$ cat src/rtl/hash_lut_loader.sv
// Avalon-MM write master that clears the Bloom-filter hash LUT and then sets one bit per hash beat.
// Optional statistics outputs are enabled by defining HASH_LUT_LOADER_STAT_EN.
//
// state  | meaning
// IDLE   | no session, outputs quiet
// CLEAR  | writing 0 to every LUT bit, ascending address
// LOAD   | accepting beats, each in-range beat becomes one set-write
// DRAIN  | finish seen, waiting for the last set-write to be accepted
module hash_lut_loader #(
    parameter int AMM_LUT_ADDR_W = 32,
    parameter int AMM_LUT_DATA_W = 32,
    parameter int MAX_STR_SIZE   = 20,
    parameter int MIN_STR_SIZE   = 8,
    parameter int HASHES_CNT     = 6,
    parameter int HASH_W         = 12,
    parameter int MODE           = 0,
    localparam int LEN_W         = $clog2(MAX_STR_SIZE + 1),
    localparam int IDX_W         = $clog2(HASHES_CNT)
) (
    input  logic                      clk_i,
    input  logic                      arst_n_i,
    input  logic                      start_i,
    input  logic                      finish_i,
    input  logic [LEN_W-1:0]          s_len_i,
    input  logic [IDX_W-1:0]          s_idx_i,
    input  logic [HASH_W-1:0]         s_hash_i,
    input  logic                      s_valid_i,
    output logic                      s_ready_o,
    output logic [AMM_LUT_ADDR_W-1:0] amm_master_lut_address_o,
    output logic                      amm_master_lut_write_o,
    output logic [AMM_LUT_DATA_W-1:0] amm_master_lut_writedata_o,
    input  logic                      amm_master_lut_waitrequest_i,
    output logic                      config_o,
    output logic                      busy_o,
    output logic                      err_o
`ifdef HASH_LUT_LOADER_STAT_EN
    ,
    output logic [31:0]               stat_set_cnt_o,
    output logic [31:0]               stat_drop_cnt_o
`endif
);

    localparam int AW     = AMM_LUT_ADDR_W;
    localparam int S      = MAX_STR_SIZE - MIN_STR_SIZE + 1;
    localparam bit PACK   = (MODE == 0) && (HASH_W < 13);
    localparam int W      = PACK ? 13 : HASH_W;
    localparam int BLK    = (MODE == 1) ? S * (HASHES_CNT / 2) :
                            PACK        ? (S * HASHES_CNT + 1) / 2 : S * HASHES_CNT;
    localparam logic [AW-1:0] CLR_LAST = AW'((longint'(BLK) << W) - 1);

    typedef enum logic [1:0] {
        ST_IDLE,
        ST_CLEAR,
        ST_LOAD,
        ST_DRAIN
    } state_t;

    state_t         r_state;
    logic           r_write;
    logic           r_data;
    logic [AW-1:0]  r_addr;
    logic           r_err;

    logic           w_wr_done;
    logic           w_accept;
    logic           w_beat_ok;
    logic [31:0]    w_f;
    logic [AW-1:0]  w_beat_addr;

    assign w_wr_done = r_write && !amm_master_lut_waitrequest_i;
    assign s_ready_o = (r_state == ST_LOAD) && (!r_write || !amm_master_lut_waitrequest_i);
    assign w_accept  = s_valid_i && s_ready_o;
    assign w_beat_ok = (32'(s_len_i) >= 32'(MIN_STR_SIZE)) &&
                       (32'(s_len_i) <= 32'(MAX_STR_SIZE)) &&
                       (32'(s_idx_i) <  32'(HASHES_CNT));

    // w_f is garbage for out-of-range beats, but those never reach the write path
    always_comb begin
        w_f = (32'(s_len_i) - 32'(MIN_STR_SIZE)) * 32'(HASHES_CNT) + 32'(s_idx_i);
        if (MODE == 1)
            w_beat_addr = (AW'(w_f >> 1) << W) | AW'(s_hash_i);
        else if (PACK)
            w_beat_addr = (AW'(w_f >> 1) << W) | (AW'(w_f[0]) << HASH_W) | AW'(s_hash_i);
        else
            w_beat_addr = (AW'(w_f) << W) | AW'(s_hash_i);
    end

    always_ff @(posedge clk_i or negedge arst_n_i) begin
        if (!arst_n_i) begin
            r_state <= ST_IDLE;
            r_write <= 1'b0;
            r_data  <= 1'b0;
            r_addr  <= '0;
            r_err   <= 1'b0;
        end else begin
            case (r_state)
                ST_IDLE: begin
                    if (start_i) begin
                        r_state <= ST_CLEAR;
                        r_addr  <= '0;
                        r_data  <= 1'b0;
                        r_write <= 1'b1;
                        r_err   <= 1'b0;
                    end
                end
                ST_CLEAR: begin
                    if (w_wr_done) begin
                        if (r_addr == CLR_LAST) begin
                            r_state <= ST_LOAD;
                            r_write <= 1'b0;
                        end else begin
                            r_addr <= r_addr + 1'b1;
                        end
                    end
                end
                ST_LOAD: begin
                    if (w_wr_done)
                        r_write <= 1'b0;
                    if (w_accept) begin
                        if (w_beat_ok) begin
                            r_write <= 1'b1;
                            r_data  <= 1'b1;
                            r_addr  <= w_beat_addr;
                        end else begin
                            r_err <= 1'b1;
                        end
                    end
                    if (finish_i)
                        r_state <= ST_DRAIN;
                end
                ST_DRAIN: begin
                    if (!r_write || w_wr_done) begin
                        r_state <= ST_IDLE;
                        r_write <= 1'b0;
                    end
                end
                default: r_state <= ST_IDLE;
            endcase
        end
    end

`ifdef HASH_LUT_LOADER_STAT_EN
    logic [31:0] r_set_cnt;
    logic [31:0] r_drop_cnt;

    always_ff @(posedge clk_i or negedge arst_n_i) begin
        if (!arst_n_i) begin
            r_set_cnt  <= '0;
            r_drop_cnt <= '0;
        end else if (r_state == ST_IDLE && start_i) begin
            r_set_cnt  <= '0;
            r_drop_cnt <= '0;
        end else begin
            if (w_wr_done && r_data && !(&r_set_cnt))
                r_set_cnt <= r_set_cnt + 1'b1;
            if (w_accept && !w_beat_ok && !(&r_drop_cnt))
                r_drop_cnt <= r_drop_cnt + 1'b1;
        end
    end

    assign stat_set_cnt_o  = r_set_cnt;
    assign stat_drop_cnt_o = r_drop_cnt;
`endif

    // config and busy share one source so they can never drop on different cycles
    assign config_o                   = (r_state != ST_IDLE);
    assign busy_o                     = (r_state != ST_IDLE);
    assign err_o                      = r_err;
    assign amm_master_lut_write_o     = r_write;
    assign amm_master_lut_address_o   = r_addr;
    assign amm_master_lut_writedata_o = AMM_LUT_DATA_W'(r_data);

endmodule

$ cat config.mk
export PLATFORM = sky130hd
export DESIGN_NAME = hash_lut_loader
export DESIGN_NICKNAME = d
export VERILOG_FILES = /design/src/rtl/hash_lut_loader.sv
export SDC_FILE = /design/constraint.sdc
export NUM_CORES = 1
export LEC_CHECK = 0
export CAP_MARGIN = 30
export CORE_UTILIZATION = 29
export DETAILED_ROUTE_END_ITERATION = 8
export SKIP_CTS_REPAIR_TIMING = 1
export SYNTH_ARGS = -nofsm -noshare
export SYNTH_HDL_FRONTEND = slang
export SYNTH_SLANG_ARGS = --single-unit
$ cat constraint.sdc
create_clock -name clk_i -period 5.6 [get_ports clk_i]
set_input_delay 1.12 -clock clk_i [delete_from_list [all_inputs] [get_ports clk_i]]
set_output_delay 1.12 -clock clk_i [all_outputs]
set_load 0.03 [all_outputs]
==> results summary <==
The worst hold path passes through 2 cells. The detailed-routing iteration count for the pre-antenna-repair pass came out at 4. STA classifies the critical path startpoint as a flop. The number of setup violations in the final report came out at 0. The shortest period the worst path allows is 4031 ps.

The placed wire-length estimate is 6.992 mm. The overall die height is 108.9 um. The family with the most delay on the worst path is buffers and inverters. Counting tap cells, the placed design contains a total of 582 instances. Synthesis produced 397 cells. For this design the static power due to leakage is 1.729 nW.

The post-synthesis cell type count came out at 66. The top-area cell type share of the netlist area came out at 27.91%. Across the run, the number of max-cap violations was 0. The type of the worst setup path is flop to primary output. The detail-routed net length per standard cell came out at 15.69 um. The number of endpoints with negative hold slack in the final report came out at 0. The number of global-route vias before repair came out at 2958. After detailed placement, the total cell area comes to 3943 sq um. Using the TritonRoute via totals, the vias-per-cell ratio works out to 5.215.

The final cell count without fillers is 590. Combinational logic burns 58.9% of the power. The internal power of the cells totals 0.9819 mW. The synthesized design spends more area on one cell type than any other, namely dfrtp_1. The total grt overflow is 0. The largest clock skew in the final design came out at 3.780 ps. The wire length after detailed routing came out at 9.257 mm. The worst-case headroom to the max-slew limit is 39.04%. The area growth from synthesis to layout is 23.61%. STA puts the critical path data required time at 4480 ps.

The slack of the worst reg-to-reg path is 2300 ps. The part of the Yosys area used for sequential elements came out at 27.91%. The sequential share of power is 25.8%. The max-slew violation count was 0.

By area the synthesized netlist is led by dfrtp_1 (28%), ha_1 (7.5%), buf_4 (7.5%), o21ai_0 (4.2%), a21oi_1 (3.3%). The buffer depth of the longest clock path is 2. The die area is 11870 sq um. Of the cells placed in the final design, the portion with a size suffix greater than 1 is 6.889%.

The measured slew at the worst slew-check pin is 914.3 ps. The worst hold path terminates at err_o$_DFFE_PN0P_. VDD sags by at most 0.1956 mV. The switching share of power came out at 50.34%.

The net count of the finished layout is 497. The register bit count reported by yosys came out at 37. The number of vias in the routed layout is 3077. The initialized floorplan defines 38 standard-cell rows. The core area came out at 10980 sq um. The aggregate global-route resource usage is 16.45%. The average instance area after synthesis came out at 8.355 sq um. Measured in cells, the most critical reg-to-reg path has a length of 8.

The H-tree was split into 2 levels. The slowest cell on the critical path is clkdlybuf4s50_1. After clock tree synthesis, the clock-pin slew on the worst setup and hold paths is 60 ps. Fill cells in the final layout number 1153. The pin count of the biggest net entering global routing is 38.

Setup repair after global routing left no endpoint under its margin. The number of flops mapped to enable cells by yosys came out at 0. In this run the critical register-to-register path is launched from r_state[1]$_DFFE_PN0P_. In this design, the stage delay of the slowest critical-path cell is 720 ps. The path class of the tightest hold or removal check is flop to flop. Data on the critical path arrives at its endpoint at 2910 ps. The number of buffers and inverters on the critical path is 3.

The width of the die came out at 108.9 um. The antenna diode count is 0. The final period utilization came out at 71.99%. Among all flip-flop cells after synthesis, the most frequent one is dfrtp_1. After routing the design area is 4100 sq um.

The critical path depth in cells is 5. The clock network is responsible for 15.3% of the overall power. The initial cell density of the core came out at 30.20%. The number of antenna violations at the first check in global routing came out at 0. The run finished with clean final reports. In this run, the number of DRC markers left after iteration 0 of detailed routing was 209. The Yosys warning count is 0.

For this design the top-level I/O count stands at 95. TritonCTS created 5 clock buffers. Setup slack closes at 1569 ps. The number of port buffers came out at 63.

The worst setup path is captured at a primary output. The insertion delay of the later-clocked pin in the worst-skew pair came out at 280 ps. The switching power is 0.9954 mW.

Before CTS, the worst setup slack after placement is 1403 ps. The power density over the cells came out at 482.2 nW/um^2. The tree is rooted in a clkbuf_16.

The routability congestion estimate from global placement is 0.8412. Along the worst path, the maximum fanout reaches 19. The first global-routing pass estimated 15.26 mm of wire. The clock tree from TritonCTS is yes.

The worst min-delay path startpoint is err_o$_DFFE_PN0P_. Timing would allow up to 0.2481 GHz. The number of antenna-violating nets in the routed design is 0. The number of design rule violations left after detail routing is 0. Of all flip-flops after synthesis, the portion carrying an async set or reset was 100.0%. The signal on the critical path passes through inv_1 -> ha_1 -> clkinv_1 -> a21oi_1 -> clkdlybuf4s50_1.

Counting every sink on the clock net gives 37. The reg-to-reg critical path endpoint is amm_master_lut_address_o[31]$_DFFE_PN0P_. The synthesized area is 3317 sq um.

Setup total negative slack on the finished layout was measured at 0 ps.
-- synthesized netlist by cell type, types with 3 or more instances --
| cell type | n |
|---|---|
| ha_1 | 20 |
| o21ai_1 | 8 |
| buf_4 | 33 |
| nand3_1 | 21 |
| o311ai_1 | 6 |
| a21oi_1 | 22 |
| nor2b_1 | 3 |
| nor2_1 | 21 |
| o21ai_0 | 28 |
| xor2_1 | 4 |
| o22ai_1 | 6 |
| nand2_1 | 25 |
| a32oi_1 | 3 |
| nor4_1 | 5 |
| clkbuf_1 | 8 |
| nor3_1 | 13 |
| buf_2 | 9 |
| a22o_1 | 3 |
| a31oi_1 | 7 |
| a22oi_1 | 7 |
| and3_1 | 13 |
| dfrtp_1 | 37 |
| o211ai_1 | 3 |
| inv_1 | 20 |
| and2_1 | 3 |
| xnor2_1 | 9 |
| nand4_1 | 11 |
-- flip-flops by register name (all words and copies together), names as in the netlist --
signal                    count
amm_master_lut_address_o     32
r_state                       2
amm_master_lut_write_o        1
err_o                         1
r_data                        1
-- through the flow --
step                      hold slack [ps]  power [mW]  util, %
after detailed placement            493.5       1.679    35.90
after floorplan                     500.5       1.278        -
after CTS                           516.5       1.989    37.33
final                               525.9       1.977    37.33
after global placement              505.7       1.615    35.65
after global routing                549.2       2.120    37.33
-- worst max path at each step --
stage,startpoint,end,slack [ps]
finish,r_state[0]$_DFFE_PN0P_,s_ready_o,1570
global route,r_state[0]$_DFFE_PN0P_,s_ready_o,1340
CTS,r_state[0]$_DFFE_PN0P_,s_ready_o,1580
detailed placement,s_len_i[3],amm_master_lut_address_o[31]$_DFFE_PN0P_,1400
global placement,s_len_i[3],amm_master_lut_address_o[19]$_DFFE_PN0P_,1520
floorplan,s_len_i[0],amm_master_lut_address_o[20]$_DFFE_PN0P_,2400
-- cells in the final DEF, fill, tap and decap left out, types with 20 or more instances in the layout --
cell type and instances:
clkdlybuf4s50_1 62, conb_1 31, inv_1 20, nand2_1 25
dfrtp_1 37, a21oi_1 22, o21ai_0 28, ha_1 20
nand3_1 21, nor2_1 21
-- cells by family (layout without fill, tap and decap cells) --
kind of cell	Yosys count	count (layout)	share of synthesized area (%)
compound gates	109	109	21.69
xor+xnor	13	13	3.433
fa+ha+maj	22	22	8.751
buf+inv	71	94	12.11
flops	37	37	27.91
mux	2	2	0.6789
other cells	1	31	0.1131
simple gates	142	142	25.31
-- metal layers --
| layer | global-route usage, % | up-vias | wire length (um) |
|---|---|---|---|
| met1 | 23.56 | 1456 | 4396 |
| li1 | - | 1502 | - |
| met5 | 0 | - | 0 |
| met3 | 2.510 | 11 | 609 |
| met2 | 24.80 | 108 | 4089 |
| met4 | 5.888 | 0 | 162 |
-- area by class of cell --
class,instances,area (sq um),area share [%]
repair buffers,65,660.6,16.11
clock buffers,7,152.6,3.723
inverters,21,78.83,1.922
flip-flops and latches,37,925.9,22.58
well taps,140,175.2,4.272
clock inverters,1,5.005,0.1221
multi-input cells,319,2102,51.27
-- tightest hold or removal path: cells and delay by family, from the launching register on --
kind	cells	cell delay, ps
and+or+nand+nor	2	120
DFF	1	380
-- power groups by stage --
stage	sequential [mW]	combinational (mW)	clock, mW
after detailed placement	0.512	1.17	0
after global placement	0.511	1.10	0
after floorplan	0.612	0.667	0
after global routing	0.529	1.27	0.319
final	0.510	1.16	0.303
after CTS	0.508	1.17	0.308
(Power assumes the default switching activity.)
